$ cat src/rtl/count_display.sv
// count_display: registers a 4-bit count and scans it as two
// decimal digits onto a time-multiplexed 7-segment display.
module count_display #(
  parameter int REFRESH_DIV   = 4,
  parameter int BLANK_LEADING = 1
) (
  input  logic       clk,
  input  logic       rst,
  input  logic       en,
  input  logic [3:0] count,
  output logic [6:0] seg,
  output logic [1:0] an,
  output logic       changed
);

  localparam int DW =
    (REFRESH_DIV > 1) ? $clog2(REFRESH_DIV) : 1;
  localparam logic [DW-1:0] DIV_LAST = DW'(REFRESH_DIV - 1);

  typedef enum logic [1:0] {
    OFF   = 2'd0,
    UNITS = 2'd1,
    TENS  = 2'd2
  } state_t;

  state_t        state;
  logic [DW-1:0] div;
  logic [3:0]    cnt_q;
  logic [3:0]    units_f;
  logic          tens_f;

  logic          tens_d;
  logic [3:0]    units_d;
  logic          blank;

  // 7-segment encoding, seg[0]=a .. seg[6]=g
  function automatic logic [6:0] enc(input logic [3:0] d);
    logic [6:0] s;
    s = 7'h00;
    case (d)
      4'd0: s = 7'h3F;
      4'd1: s = 7'h06;
      4'd2: s = 7'h5B;
      4'd3: s = 7'h4F;
      4'd4: s = 7'h66;
      4'd5: s = 7'h6D;
      4'd6: s = 7'h7D;
      4'd7: s = 7'h07;
      4'd8: s = 7'h7F;
      4'd9: s = 7'h6F;
      default: s = 7'h00;
    endcase
    return s;
  endfunction

  assign tens_d  = (cnt_q >= 4'd10);
  assign units_d = cnt_q - (tens_d ? 4'd10 : 4'd0);
  assign blank   = !tens_f && (BLANK_LEADING != 0);

  // input register and one-cycle change pulse
  always_ff @(posedge clk or posedge rst) begin
    if (rst) begin
      cnt_q   <= 4'd0;
      changed <= 1'b0;
    end else begin
      cnt_q   <= count;
      changed <= (count != cnt_q);
    end
  end

  // scan FSM; the frame is latched only when UNITS is entered
  always_ff @(posedge clk or posedge rst) begin
    if (rst) begin
      state   <= OFF;
      div     <= '0;
      units_f <= 4'd0;
      tens_f  <= 1'b0;
    end else begin
      case (state)
        OFF: begin
          if (en) begin
            state   <= UNITS;
            div     <= '0;
            units_f <= units_d;
            tens_f  <= tens_d;
          end
        end
        default: begin
          if (!en) begin
            state <= OFF;
            div   <= '0;
          end else if (div == DIV_LAST) begin
            div <= '0;
            if (state == UNITS) begin
              state <= TENS;
            end else begin
              state   <= UNITS;
              units_f <= units_d;
              tens_f  <= tens_d;
            end
          end else begin
            div <= div + 1'b1;
          end
        end
      endcase
    end
  end

  // output decode from registered state and frame only
  always_comb begin
    an  = 2'b00;
    seg = 7'h00;
    case (state)
      UNITS: begin
        an  = 2'b01;
        seg = enc(units_f);
      end
      TENS: begin
        if (!blank) begin
          an  = 2'b10;
          seg = enc({3'b000, tens_f});
        end
      end
      default: begin
        an  = 2'b00;
        seg = 7'h00;
      end
    endcase
  end

endmodule
$ cat config.mk
export PLATFORM = sky130hd
export DESIGN_NAME = count_display
export DESIGN_NICKNAME = d
export VERILOG_FILES = /design/src/rtl/count_display.sv
export SDC_FILE = /design/constraint.sdc
export NUM_CORES = 1
export LEC_CHECK = 0
export ABC_AREA = 1
export CORE_UTILIZATION = 25
export DETAILED_ROUTE_END_ITERATION = 10
export DONT_BUFFER_PORTS = 1
export GPL_TIMING_DRIVEN = 0
export PLACE_DENSITY = 0.39
export SLEW_MARGIN = 15
export SYNTH_ARGS = -nofsm -noshare
export SYNTH_HDL_FRONTEND = slang
export SYNTH_SLANG_ARGS = --single-unit
export TNS_END_PERCENT = 10
$ cat constraint.sdc
create_clock -name clk -period 1.4 [get_ports clk]
set_input_delay 0.07 -clock clk [delete_from_list [all_inputs] [get_ports clk]]
set_output_delay 0.07 -clock clk [all_outputs]
set_load 0.005 [all_outputs]
# Word-level counts from Yosys, hierarchy flattened
# Memories as Yosys holds them, arrays and structs flattened.
# Index checks and enable logic that the tools add are counted.
dict set report totals {
  elab_cells 45
  output_inout_bits 10
  mem_bits_ro 112
  input_bits 7
  register_bits 14
  memories 1
}
# name words width read_ports rd_clocked_by_memory_dff wr line_no
set memory_table {}
lappend memory_table {{(name not given)} 16 7 1 0 0 40} ;# case (d)
dict set report classes {
  mux 24
  eq_ne 7
  n_lt_le_gt_ge 1
  addsub 2
  n_reduce_logical 4
}
# cell n
set ops {}
lappend ops {{$mux 4} 6}
lappend ops {{$mux 2} 10}
lappend ops {{$pmux 7 s2} 1}
lappend ops {{$mux 1} 5}
lappend ops {{$eq 2x2->1 const B} 2}
lappend ops {{$ge 4x4->1 const B} 1}
lappend ops {{$ne 4x4->1} 1}
lappend ops {{$pmux 2 s2} 1}
lappend ops {{$sub 4x4->4} 1}
lappend ops {{$mux 3} 1}
lappend ops {{$ne 3x1->1 const B} 1}
lappend ops {{$reduce_and 3->1} 1}
lappend ops {{$add 2x1->2 const B} 1}
lappend ops {{$eq 2x1->1 const B} 1}
lappend ops {{$logic_not 2->1} 1}
lappend ops {{$ne 2x1->1 const B} 1}
lappend ops {{$ne 2x2->1 const B} 1}
lappend ops {{$reduce_and 2->1} 1}
lappend ops {{$reduce_bool 2->1} 1}

# Longest topological paths before layout
# Gate-level depths: netlist of run 1.
dict set report logic_depth {
  ltp_word 7
  ltp_mapped 8
  depth_no_buf 8
}

# Least setup slack after synthesis of run 1
# OpenSTA, ideal clock, no wires.
dict set report synth_timing {
  path_kind {flip-flop to flip-flop}
  start {reg cnt_q[1]}
  end {reg units_f[2]}
  path_stages_with_launch 8
  required_time_ns 1.276
  path_slack_ns 0.117
  setup_time_ns 0.124
  path_buffers 0
  t_arrival_ns 1.159
  period_less_slack_ns 1.283
  path_cell_list {dfrtp_1 -> nor2_1 -> nor2_1 -> ha_1 -> ha_1 -> inv_1 -> nand2_1 -> o21ai_1}
}
dict set report synth_between {
  elab_chain_cells 7
  elab_cells_between_ends 8
  classes_between {add/sub: 1; order compare: 1; mux: 6}
}
# element line_no
set synth_lines {}
lappend synth_lines {{start, declared} 28} ;# logic [3:0] cnt_q;
lappend synth_lines {{start signal, assigned} 66} ;# cnt_q <= count;
lappend synth_lines {{$ge 4x4->1} 56} ;# assign tens_d = (cnt_q >= 4'd10);
lappend synth_lines {{$mux 4} 57} ;# assign units_d = cnt_q - (tens_d ? 4'd10 : 4'd0);
lappend synth_lines {{$sub 4x4->4 *} 57}
lappend synth_lines {{$mux 4} 94} ;# if (state == UNITS) begin
lappend synth_lines {{$mux 4} 92} ;# end else if (div == DIV_LAST) begin
lappend synth_lines {{$mux 4} 89} ;# if (!en) begin
lappend synth_lines {{$mux 4 *} 79} ;# case (state)
lappend synth_lines {{end signal, assigned} 84} ;# units_f <= units_d;
lappend synth_lines {{end signal, assigned} 98} ;# units_f <= units_d;
lappend synth_lines {{end, declared} 29} ;# logic [3:0] units_f;
# Mark *: on every way between the ends. The rest lies on a longest branch, timed or not. The select of a mux whose other input is x is not followed.
# A chain may end at the register's enable or synchronous reset.

# Final worst setup path of run 1
dict set report layout_timing {
  start {reg state[1]}
  end {out seg[2]}
}
dict set report layout_between {
  elab_chain_cells 2
  elab_cells_between_ends 3
  classes_between {eq/ne: 2; mux: 1}
}
# element line_no
set layout_lines {}
lappend layout_lines {{start, declared} 26} ;# state_t state;
lappend layout_lines {{start signal, assigned} 74} ;# state <= OFF;
lappend layout_lines {{start signal, assigned} 82} ;# state <= UNITS;
lappend layout_lines {{start signal, assigned} 90} ;# state <= OFF;
lappend layout_lines {{$eq 2x2->1 or $eq 2x1->1 (tied branches)} 113} ;# case (state)
lappend layout_lines {{$pmux 7 s2 *} 113}
lappend layout_lines {{end, declared} 11} ;# output logic [6:0] seg,
# Mark *: on every way between the ends. The rest lies on a longest branch, timed or not.

==> qor.yml, run 1 <==
outcome:
  status: "finished with violations"
  violations: "negative setup slack"
synthesis:
  synth_cell_type_count: 14
  synth_top_area_share_pct: 39.3
  synth_area_leaders: "dfrtp_1, ha_1, nand2_1, inv_1, nor2_1"
  yosysWarnings: 0
  ys_seq_area_share_pct: 39.3
  synth_edf_count: 0
  synth_top_family_by_area: "simple AND/OR/NAND/NOR gates"
  syn-mean-instance-area_um2: 7.97
  synth_compound_area_share_pct: 8.27
  synth_cells: 112
  yosys.area.top_type: "dfrtp_1"
  synth-seq-cells: 14
  syn_nets: 131
  synthAdderAreaFrac_pct: 16.8
  muxShareOfSynthArea_pct: 0
  synth_xor_area_share_pct: 3.93
  async_reset_ff_share_pct: 100
  synthesis.area_um2: 892
  synth_ff_type: "dfrtp_1"
  synth-simple-area-share_pct: 23.7
clock_network:
  path_clk_slew_ns: 0.09
  htreeDepth: 1
  root_buffer: "clkbuf_4"
  clock_sinks: 14
  clockBufferDepth: 2
  numCtsBuffers: 3
  clk_latency_ns: 0.28
  cts_tree: "built"
timing:
  fin_crit_ns: 1.43
  grt_setup_unrepaired: "yes"
  setup_ws_ns: -0.0285
  fmaxAchievable_ghz: 0.700
  holdWs_ns: 0.0215
  finalMaxSlewViolations: 0
  report.final.hold_viol_count: 0
  tightest_slew_ns: 0.580
  finalSetupViolCount: 6
  fin_crit_sh_pct: 102
  skew_ns: 0.00576
  relSlewSlack_pct: 61.3
grt:
  grt_max_degree: 15
  antenna_found_initial: 0
  grt_pass1_vias: 736
  grt_pass1_wl_mm: 3.02
  track_usage_pct: 11.1
  grt-ovfl-total: 0
route:
  firstDrtPassIters: 2
  drc: 0
  drt-total-wl_mm: 1.80
  vias_per_cell: 4.24
  ant_nets: 0
  drt_iter0_markers: 8
  routed-via-count: 742
  post_drt_wl_per_cell_um: 10.3
pwr:
  ir_worst_vdd_v: 0.000383
  power.leakage_nw: 0.598
  power_density_mw_per_mm2: 1630
floorplanning:
  die_area_mm2: 0.00381
  die_x_um: 61.7
  fp.dieH_um: 61.7
  core_area_mm2: 0.00339
  rows: 21
  initial_core_util_pct: 26.3
  ios: 17
place:
  placed_area_um2: 950
  port_buffers: 0
  place_hpwl_mm: 1.25
  placedCellCount: 158
  place_ws_ns: 0.0197
  gp_congestion: 0.723
worst_setup_path:
  worstPathRequired_ns: 1.33
  crit_type: "flop to output port"
  worstSetupStartpointType: "flop"
  end_kind: "output port"
  critical_path_arrival_ns: 1.36
  critPathMaxFanout: 6
cells_and_area:
  fillers: 361
  multi_input_area_um2: 563
  diodes: 0
  layout-drive-gt1-share_pct: 27.1
  fin_area_mm2: 0.00120
  num-nets-final: 149
  area_growth_pct: 34.5
  layout.cells.non_filler: 175
  ff_latch_area_um2: 352
worst_hold_path:
  hold_class: "input pin to flop"
run:
  maxCapViolations: 0
==> cells in the mapped netlist, types with 2 or more instances <==
master    n
nand2_1  25
dfrtp_1  14
xor2_1    4
a21oi_1   3
nor2_1   15
nand3_2   2
nand3_1   6
inv_1    18
o21ai_1   4
o21ai_0   6
ha_1     12
==> worst max-delay path, stage by stage, from the launching register on <==
cell and delay [ns]:
dfrtp_2 0.40, inv_4 0.06, ha_4 0.28, nand2_4 0.05, inv_4 0.07, nand2_8 0.07
o21ai_2 0.15
==> kinds of logic (layout without fill, tap and decap cells) <==
group	after synthesis	after routing
AOI/OAI and AO/OA	14	14
xor gates and xnor gates	4	4
adders and majority gates	12	12
buffers and inverters	19	36
DFF	14	14
and+or+nand+nor	49	49
==> layout by cell type (no fill, tap or decap), types with 4 or more instances in the layout <==
cell           synthesis  final
dfrtp_1               14     13
dlygate4sd3_1          0      7
buf_4                  0      6
nand2_1               25     23
nand3_1                6      5
nor2_2                 0      5
o21ai_1                4      5
inv_2                  1      4
nor2_1                15      9
ha_1                  12     10
xor2_1                 4      4
inv_1                 18     13
==> sequential cells by signal, summed over array words and instances (netlist names) <==
register  count
tens_f        1
div           2
changed       1
state         2
units_f       4
cnt_q         4
==> power by group <==
| part | leakage [nW] | internal [mW] | switching, mW |
|---|---|---|---|
| clock | 0.0210 | 0.158 | 0.139 |
| sequential | 0.169 | 0.517 | 0.0984 |
| combinational | 0.408 | 0.432 | 0.611 |
| total | 0.598 | 1.11 | 0.849 |
==> timing repair <==
action	4_1_cts	5_1_grt
hold buffers	6	1
endpoints found under the hold margin	21	1
resized for setup	22	10
pin swaps	4	2
endpoints found under the setup margin	8	9
cloned	0	0
buffers inserted	6	0
==> stage by stage <==
| stage | util (%) | total power [mW] | TNS, ns |
|---|---|---|---|
| global route | 35.4 | 2.16 | -0.788 |
| finish | 35.4 | 1.96 | -0.147 |
| CTS | 34.0 | 1.89 | -0.158 |
| global placement | 28.0 | 1.31 | 0 |
| floorplan | - | 1.16 | 0 |
| detailed placement | 28.0 | 1.31 | 0 |
==> final timing paths <==
path,slack (ns),from,end,cells past startpoint
worst min-delay path,0.02,count[2],changed,3
worst max-delay path,-0.03,state[1],seg[2],6
max in group asynchronous,0.71,rst,state[1],2
min in group asynchronous,0.28,rst,cnt_q[2],2
worst min register to register,0.50,div[1],div[1],2
worst max register to register,0.08,cnt_q[1],units_f[2],7
==> layer usage <==
| layer | GRT usage [%] | vias up | wire length, um |
|---|---|---|---|
| met5 | 0 | - | 0 |
| met4 | 6.67 | 0 | 21 |
| met3 | 2.07 | 2 | 62 |
| met2 | 18.6 | 14 | 856 |
| met1 | 13.2 | 340 | 856 |
| li1 | - | 386 | - |
==> layout make-up <==
| cell class | count | area share (%) |
|---|---|---|
| clock buffers | 4 | 3.02 |
| inverters | 19 | 6.36 |
| multi-input cells | 79 | 46.9 |
| flip-flops and latches | 14 | 29.3 |
| well taps | 46 | 4.80 |
| repair buffers | 13 | 9.59 |
No activity file was read; power rests on OpenSTA's default activity.
==> inputs of run 2 (changes only) <==
--- a/config.mk
+++ b/config.mk
@@ -5,12 +5,11 @@
 export SDC_FILE = /design/constraint.sdc
 export NUM_CORES = 1
 export LEC_CHECK = 0
-export ABC_AREA = 1
-export CORE_UTILIZATION = 25
+export CORE_UTILIZATION = 60
 export DETAILED_ROUTE_END_ITERATION = 10
 export DONT_BUFFER_PORTS = 1
 export GPL_TIMING_DRIVEN = 0
-export PLACE_DENSITY = 0.39
+export PLACE_DENSITY = 0.77
 export SLEW_MARGIN = 15
 export SYNTH_ARGS = -nofsm -noshare
 export SYNTH_HDL_FRONTEND = slang
==> run 2 against run 1 <==
Against the previous run: the flow still finishes with violations (negative setup slack); clock-buffer cell count did not move; clock skew is 0.0056 ns higher; first-iteration DRC count is the same; die area down 58%; synthesized cell count decreased by 21%; final cell count is 29% lower; combinational power up 23%; largest cell class unchanged; largest power group unchanged; highest routed layer unchanged.
==> qor.yml, run 2 <==
timing:
  skew_ns: 0.0113  # was 0.00576 ns
  grt_setup_unrepaired: "yes"  # unchanged
  holdWs_ns: 0.0101  # was 0.0215 ns
  tightest_slew_ns: 0.516  # was 0.580 ns
  fmaxAchievable_ghz: 0.668  # was 0.700 GHz
  finalSetupViolCount: 6  # unchanged
  report.final.hold_viol_count: 0  # unchanged
  relSlewSlack_pct: 65.6  # was 61.3%
  fin_crit_sh_pct: 107  # was 102%
  setup_ws_ns: -0.0965  # was -0.0285 ns
  finalMaxSlewViolations: 0  # unchanged
  fin_crit_ns: 1.50  # was 1.43 ns
worst_hold_path:
  hold_class: "input pin to flop"  # unchanged
  worstHoldStart: "en"  # was count[2]
place:
  placedCellCount: 104  # was 158
  placed_area_um2: 901  # was 950 um^2
  port_buffers: 0  # unchanged
  gp_congestion: 0.653  # was 0.723
  place_hpwl_mm: 1.19  # was 1.25 mm
route:
  ant_nets: 0  # unchanged
  drt-total-wl_mm: 1.97  # was 1.80 mm
  post_drt_wl_per_cell_um: 15.9  # was 10.3 um
  firstDrtPassIters: 4  # was 2
  drc: 0  # unchanged
  vias_per_cell: 5.48  # was 4.24
  routed-via-count: 680  # was 742
  drt_iter0_markers: 8  # unchanged
clock_network:
  clock_sinks: 14  # unchanged
  htreeDepth: 1  # unchanged
  path_clk_slew_ns: 0.09  # about the same
  root_buffer: "clkbuf_4"  # unchanged
  clk_latency_ns: 0.29  # was 0.28 ns
  numCtsBuffers: 3  # unchanged
  clockBufferDepth: 2  # unchanged
  cts_tree: "built"  # unchanged
cells_and_area:
  fin_area_mm2: 0.00119  # was 0.00120 mm^2
  num-nets-final: 129  # was 149
  fin_util_pct: 88.9  # was 35.4%
  final_common_cell: "dfrtp_1"  # was nand2_1
  most-common-layout-cells: "dfrtp_1, buf_4, inv_1"  # was nand2_1, inv_1, dfrtp_1
  diodes: 0  # unchanged
  reg_top3: "cnt_q x4, units_f x4"  # unchanged
  layout-drive-gt1-share_pct: 35.8  # was 27.1%
  layout.cells.non_filler: 124  # was 175
  area_growth_pct: 35.2  # was 34.5%
outcome:
  status: "finished with violations"  # unchanged
  violations: "negative setup slack"  # unchanged
synthesis:
  syn_nets: 108  # was 131
  yosysWarnings: 0  # unchanged
  synth-seq-cells: 14  # unchanged
  synth_area_leaders: "dfrtp_1, ha_1, inv_1, mux2i_1, o21ai_0"  # was dfrtp_1, ha_1, nand2_1, inv_1, nor2_1
  synth_edf_count: 0  # unchanged
  synthTopCellsByCount: "dfrtp_1, ha_1, inv_1, o21ai_0"  # was nand2_1, inv_1, nor2_1, dfrtp_1, ha_1
  synth_cell_type_count: 24  # was 14
  yosys.area.top_type: "dfrtp_1"  # unchanged
  ys_seq_area_share_pct: 39.9  # was 39.3%
  async_reset_ff_share_pct: 100  # unchanged
  synthesis.area_um2: 877  # was 892 um^2
  synth_ff_type: "dfrtp_1"  # unchanged
  synth_cells: 89  # was 112
  syn-mean-instance-area_um2: 9.85  # was 7.97 um^2
  yosys.cell_count.top_type: "dfrtp_1"  # was nand2_1
  synth_top_area_share_pct: 39.9  # was 39.3%
floorplanning:
  initial_core_util_pct: 65.8  # was 26.3%
  ios: 17  # unchanged
  core_area_mm2: 0.00133  # was 0.00339 mm^2
  rows: 13  # was 21
  fp.dieH_um: 40.2  # was 61.7 um
  die_x_um: 40.2  # was 61.7 um
  die_area_mm2: 0.00162  # was 0.00381 mm^2
grt:
  track_usage_pct: 23.8  # was 11.1%
  grt_pass1_vias: 602  # was 736
  grt_max_degree: 15  # unchanged
  antenna_found_initial: 0  # unchanged
  grt-ovfl-total: 0  # unchanged
  grt_pass1_wl_mm: 2.48  # was 3.02 mm
worst_setup_path:
  crit_type: "flop to flop"  # was flop to output port
  critical_path_arrival_ns: 1.68  # was 1.36 ns
  critPathMaxFanout: 3  # was 6
  r2r_slack_ns: -0.1  # was 0.08 ns
  end_kind: "flop"  # was output port
  worstSetupStartpointType: "flop"  # unchanged
  r2r-start: "cnt_q[1]"  # unchanged
  critPathLaunch: "cnt_q[1]"  # was state[1]
  worstPathRequired_ns: 1.58  # was 1.33 ns
pwr:
  power.total_mw: 2.25  # was 1.96 mW
  ir_worst_vdd_v: 0.00120  # was 0.000383 V
  power.leakage_nw: 0.551  # was 0.598 nW
  power_density_mw_per_mm2: 1900  # was 1630 mW/mm^2
run:
  maxCapViolations: 0  # unchanged
## run 2: cell count changes in the layout (fill, tap and decap cells not counted), moves of 4 or more
| cell | previous run | this run |
|---|---|---|
| inv_1 | 13 | 8 |
| mux2i_1 | 0 | 4 |
| nand2_1 | 23 | 6 |
| nand3_1 | 5 | 0 |
| nor2_1 | 9 | 5 |
| nor2_2 | 5 | 1 |
| o21ai_1 | 5 | 1 |
| xnor2_1 | 0 | 4 |
## run 2: layout make-up
type	instances	area, um^2
fillers	61	148
multi-input cells	64	599
well taps	15	18.8
clock buffers	4	36.3
inverters	11	41.3
repair buffers	16	138
flip-flops and latches	14	353
## run 2: timing repair
item                       4_1_cts  5_1_grt
gates resized for setup         13       17
setup endpoints to repair       12       14
pin swaps                        5        2
hold buffers                     6        1
hold endpoints to repair        20        1
buffers inserted                 9        0
## run 2: stage by stage
stage / TNS, ns / setup WS [ns]
after floorplan: -0.0785 / -0.0303
after global placement: -0.268 / -0.0908
after detailed placement: -0.454 / -0.140
after CTS: -0.447 / -0.0938
after global routing: -0.865 / -0.131
final: -0.344 / -0.0965
## run 2: worst max-delay path, stage by stage, from the launching register on
cell and delay, ns:
dfrtp_1 0.41, o21a_1 0.19, ha_2 0.19, ha_4 0.16, xor2_1 0.16, mux2_4 0.28
## run 2: power by group
part           internal (mW)  total [mW]  leakage, nW  switching, mW
sequential             0.530       0.682        0.165          0.153
combinational          0.608        1.28        0.365          0.671
clock                  0.158       0.293       0.0210          0.134
## run 2: routing by layer
metal  vias to the layer above  GRT usage, %  share of wire (%)
met2                        16          45.2                 55
met4                         0          5.00                1.4
met5                         -             0                  0
li1                        340             -                  -
met3                         5          5.00                2.7
met1                       319          27.1                 41
## run 2: cell families after synthesis
family,after synthesis,synth area share [%]
compound gates,16,11.3
flops,14,39.9
xor+xnor,5,4.99
fa+ha+maj,12,17.1
mux,7,8.42
simple gates,24,13.6
buf+inv,11,4.71
## run 2: worst paths after layout
| path | end | cells past startpoint |
|---|---|---|
| worst min register to register | units_f[0] | 1 |
| worst max register to register | units_f[3] | 5 |
| worst max-delay path | units_f[3] | 5 |
| max in group asynchronous | state[0] | 2 |
| min in group asynchronous | units_f[1] | 2 |
| worst min-delay path | units_f[1] | 2 |
==> inputs of run 3 (changes only) <==
--- a/config.mk
+++ b/config.mk
@@ -8,7 +8,7 @@
 export CORE_UTILIZATION = 60
 export DETAILED_ROUTE_END_ITERATION = 10
 export DONT_BUFFER_PORTS = 1
-export GPL_TIMING_DRIVEN = 0
+export GPL_TIMING_DRIVEN = 1
 export PLACE_DENSITY = 0.77
 export SLEW_MARGIN = 15
 export SYNTH_ARGS = -nofsm -noshare
==> run 3 against run 2 <==
Against the previous run: the run still ends with negative setup slack left; flip-flop and latch count did not move; register-to-register slack better by 0.06 ns; clock skew decreased by 0.0055 ns; critical path type is now flop to output port.
==> qor.yml, run 3 (same netlist as run 2, synthesis figures left out) <==
outcome:
  status: "finished with violations"  # unchanged
  violations: "negative setup slack"  # unchanged
route:
  post_drt_wl_per_cell_um: 15.6  # was 15.9 um
  routed-via-count: 712  # was 680
  drt_iter0_markers: 4  # was 8
  ant_nets: 0  # unchanged
  drt-total-wl_mm: 1.96  # was 1.97 mm
  vias_per_cell: 5.70  # was 5.48
  drc: 0  # unchanged
  firstDrtPassIters: 4  # unchanged
pwr:
  power.total_mw: 2.19  # was 2.25 mW
  ir_worst_vdd_v: 0.00140  # was 0.00120 V
  power_density_mw_per_mm2: 1890  # was 1900 mW/mm^2
  power.leakage_nw: 0.541  # was 0.551 nW
place:
  placed_area_um2: 961  # was 901 um^2
  gp_congestion: 0.695  # was 0.653
  port_buffers: 0  # unchanged
  place_hpwl_mm: 1.19  # about the same
floorplanning:
  core_area_mm2: 0.00133  # unchanged
  die_area_mm2: 0.00162  # unchanged
  initial_core_util_pct: 65.8  # unchanged
  ios: 17  # unchanged
  rows: 13  # unchanged
  die_x_um: 40.2  # unchanged
  fp.dieH_um: 40.2  # unchanged
worst_setup_path:
  worstPathRequired_ns: 1.33  # was 1.58 ns
  critical_path_arrival_ns: 1.38  # was 1.68 ns
  crit_slowest_cell: "dfrtp_1"  # unchanged
  crit_chain: "buf_4 -> ha_1 -> nor2_1 -> nor3_4 -> nor2_2"  # was o21a_1 -> ha_2 -> ha_4 -> xor2_1 -> mux2_4
  critPathMaxFanout: 3  # unchanged
  critPathLaunch: "units_f[0]"  # was cnt_q[1]
  r2r-start: "cnt_q[1]"  # unchanged
  end_kind: "output port"  # was flop
  cpPeakStageDelay_ns: 0.40  # was 0.41 ns
  crit_type: "flop to output port"  # was flop to flop
  worstSetupStartpointType: "flop"  # unchanged
grt:
  track_usage_pct: 23.6  # was 23.8%
  grt_pass1_wl_mm: 2.37  # was 2.48 mm
  grt_pass1_vias: 580  # was 602
  antenna_found_initial: 0  # unchanged
  grt-ovfl-total: 0  # unchanged
  grt_max_degree: 15  # unchanged
timing:
  report.final.hold_viol_count: 0  # unchanged
  setup_ws_ns: -0.0537  # was -0.0965 ns
  skew_ns: 0.00578  # was 0.0113 ns
  relSlewSlack_pct: 66.4  # was 65.6%
  finalSetupViolCount: 7  # was 6
  tightest_slew_ns: 0.503  # was 0.516 ns
  setup_tns_ns: -0.177  # was -0.344 ns
  fmaxAchievable_ghz: 0.688  # was 0.668 GHz
  fin_crit_sh_pct: 104  # was 107%
  grt_setup_unrepaired: "yes"  # unchanged
  finalMaxSlewViolations: 0  # unchanged
  fin_crit_ns: 1.45  # was 1.50 ns
worst_hold_path:
  hold_class: "input pin to flop"  # unchanged
  worstHoldStart: "en"  # unchanged
cells_and_area:
  diodes: 0  # unchanged
  layout-drive-gt1-share_pct: 35.5  # was 35.8%
  reg_top3: "cnt_q x4, units_f x4"  # unchanged
  most-common-layout-cells: "dfrtp_1, buf_4, inv_1"  # unchanged
  fin_area_mm2: 0.00116  # was 0.00119 mm^2
  final_common_cell: "dfrtp_1"  # unchanged
  num-nets-final: 131  # was 129
  area_growth_pct: 32.1  # was 35.2%
  fin_util_pct: 86.9  # was 88.9%
clock_network:
  path_clk_slew_ns: 0.07  # was 0.09 ns
  htreeDepth: 1  # unchanged
  clockBufferDepth: 2  # unchanged
  root_buffer: "clkbuf_4"  # unchanged
  clk_latency_ns: 0.27  # was 0.29 ns
  cts_tree: "built"  # unchanged
  clock_sinks: 14  # unchanged
  numCtsBuffers: 3  # unchanged
run:
  maxCapViolations: 0  # unchanged
run 3: cell types whose count changed in the layout (fill, tap and decap cells not counted), sizes merged:
| cell | before | now |
|---|---|---|
| clkbuf | 4 | 3 |
| buf | 9 | 12 |
| dlygate4sd3 | 7 | 6 |
run 3: metal layers:
metal / up-vias / GRT usage [%] / wire [um]
met4: 0 / 5.00 / 0
li1: 341 / - / -
met3: 0 / 6.67 / 57
met5: - / 0 / 0
met1: 358 / 23.8 / 762
met2: 13 / 46.8 / 1140
run 3: critical path, delay by kind of cell, from the launching register on:
family	cells	cell delay, ns
AND/OR/NAND/NOR	3	0.38
flip-flops	1	0.40
adder cells (fa/ha/maj)	1	0.20
buffers and inverters	1	0.15
run 3: what timing repair did:
item                                   in CTS  in global routing
buffers inserted                            3                  1
endpoints found under the hold margin      20                  0
gates resized for setup                     7                 15
hold buffers                                6                  0
setup endpoints to repair                  12                 12
cloned                                      0                  0
pin swaps                                   4                  2
run 3: power by group:
part	internal, mW	switching (mW)	total (mW)
Combinational	0.617	0.697	1.31
Clock	0.0996	0.110	0.209
Sequential	0.527	0.140	0.667
run 3: per-stage QoR:
step | hold WS (ns) | setup WS [ns] | cells
finish | 0.0117 | -0.0537 | 125
global route | 0.0218 | -0.126 | 125
CTS | 0.0111 | -0.0569 | 124
detailed placement | 0.00607 | -0.0410 | 112
global placement | 0.00898 | -0.000869 | 112
floorplan | -0.0408 | -0.0303 | 89
run 3: layout make-up:
class | count | area (um^2)
Timing Repair Buffer | 18 | 150
Fill cell | 66 | 175
Clock buffer | 3 | 22.5
Multi-Input combinational cell | 64 | 576
Inverter | 11 | 41.3
Sequential cell | 14 | 350
Tap cell | 15 | 18.8
run 3: worst paths after layout:
| check | end | slack [ns] | cells after the start |
|---|---|---|---|
| max | seg[3] | -0.05 | 5 |
| min | div[0] | 0.01 | 2 |
| max reg2reg | units_f[3] | -0.04 | 5 |
| min reg2reg | div[1] | 0.52 | 2 |
| max in group asynchronous | tens_f | 0.77 | 2 |
| min in group asynchronous | changed | 0.29 | 2 |
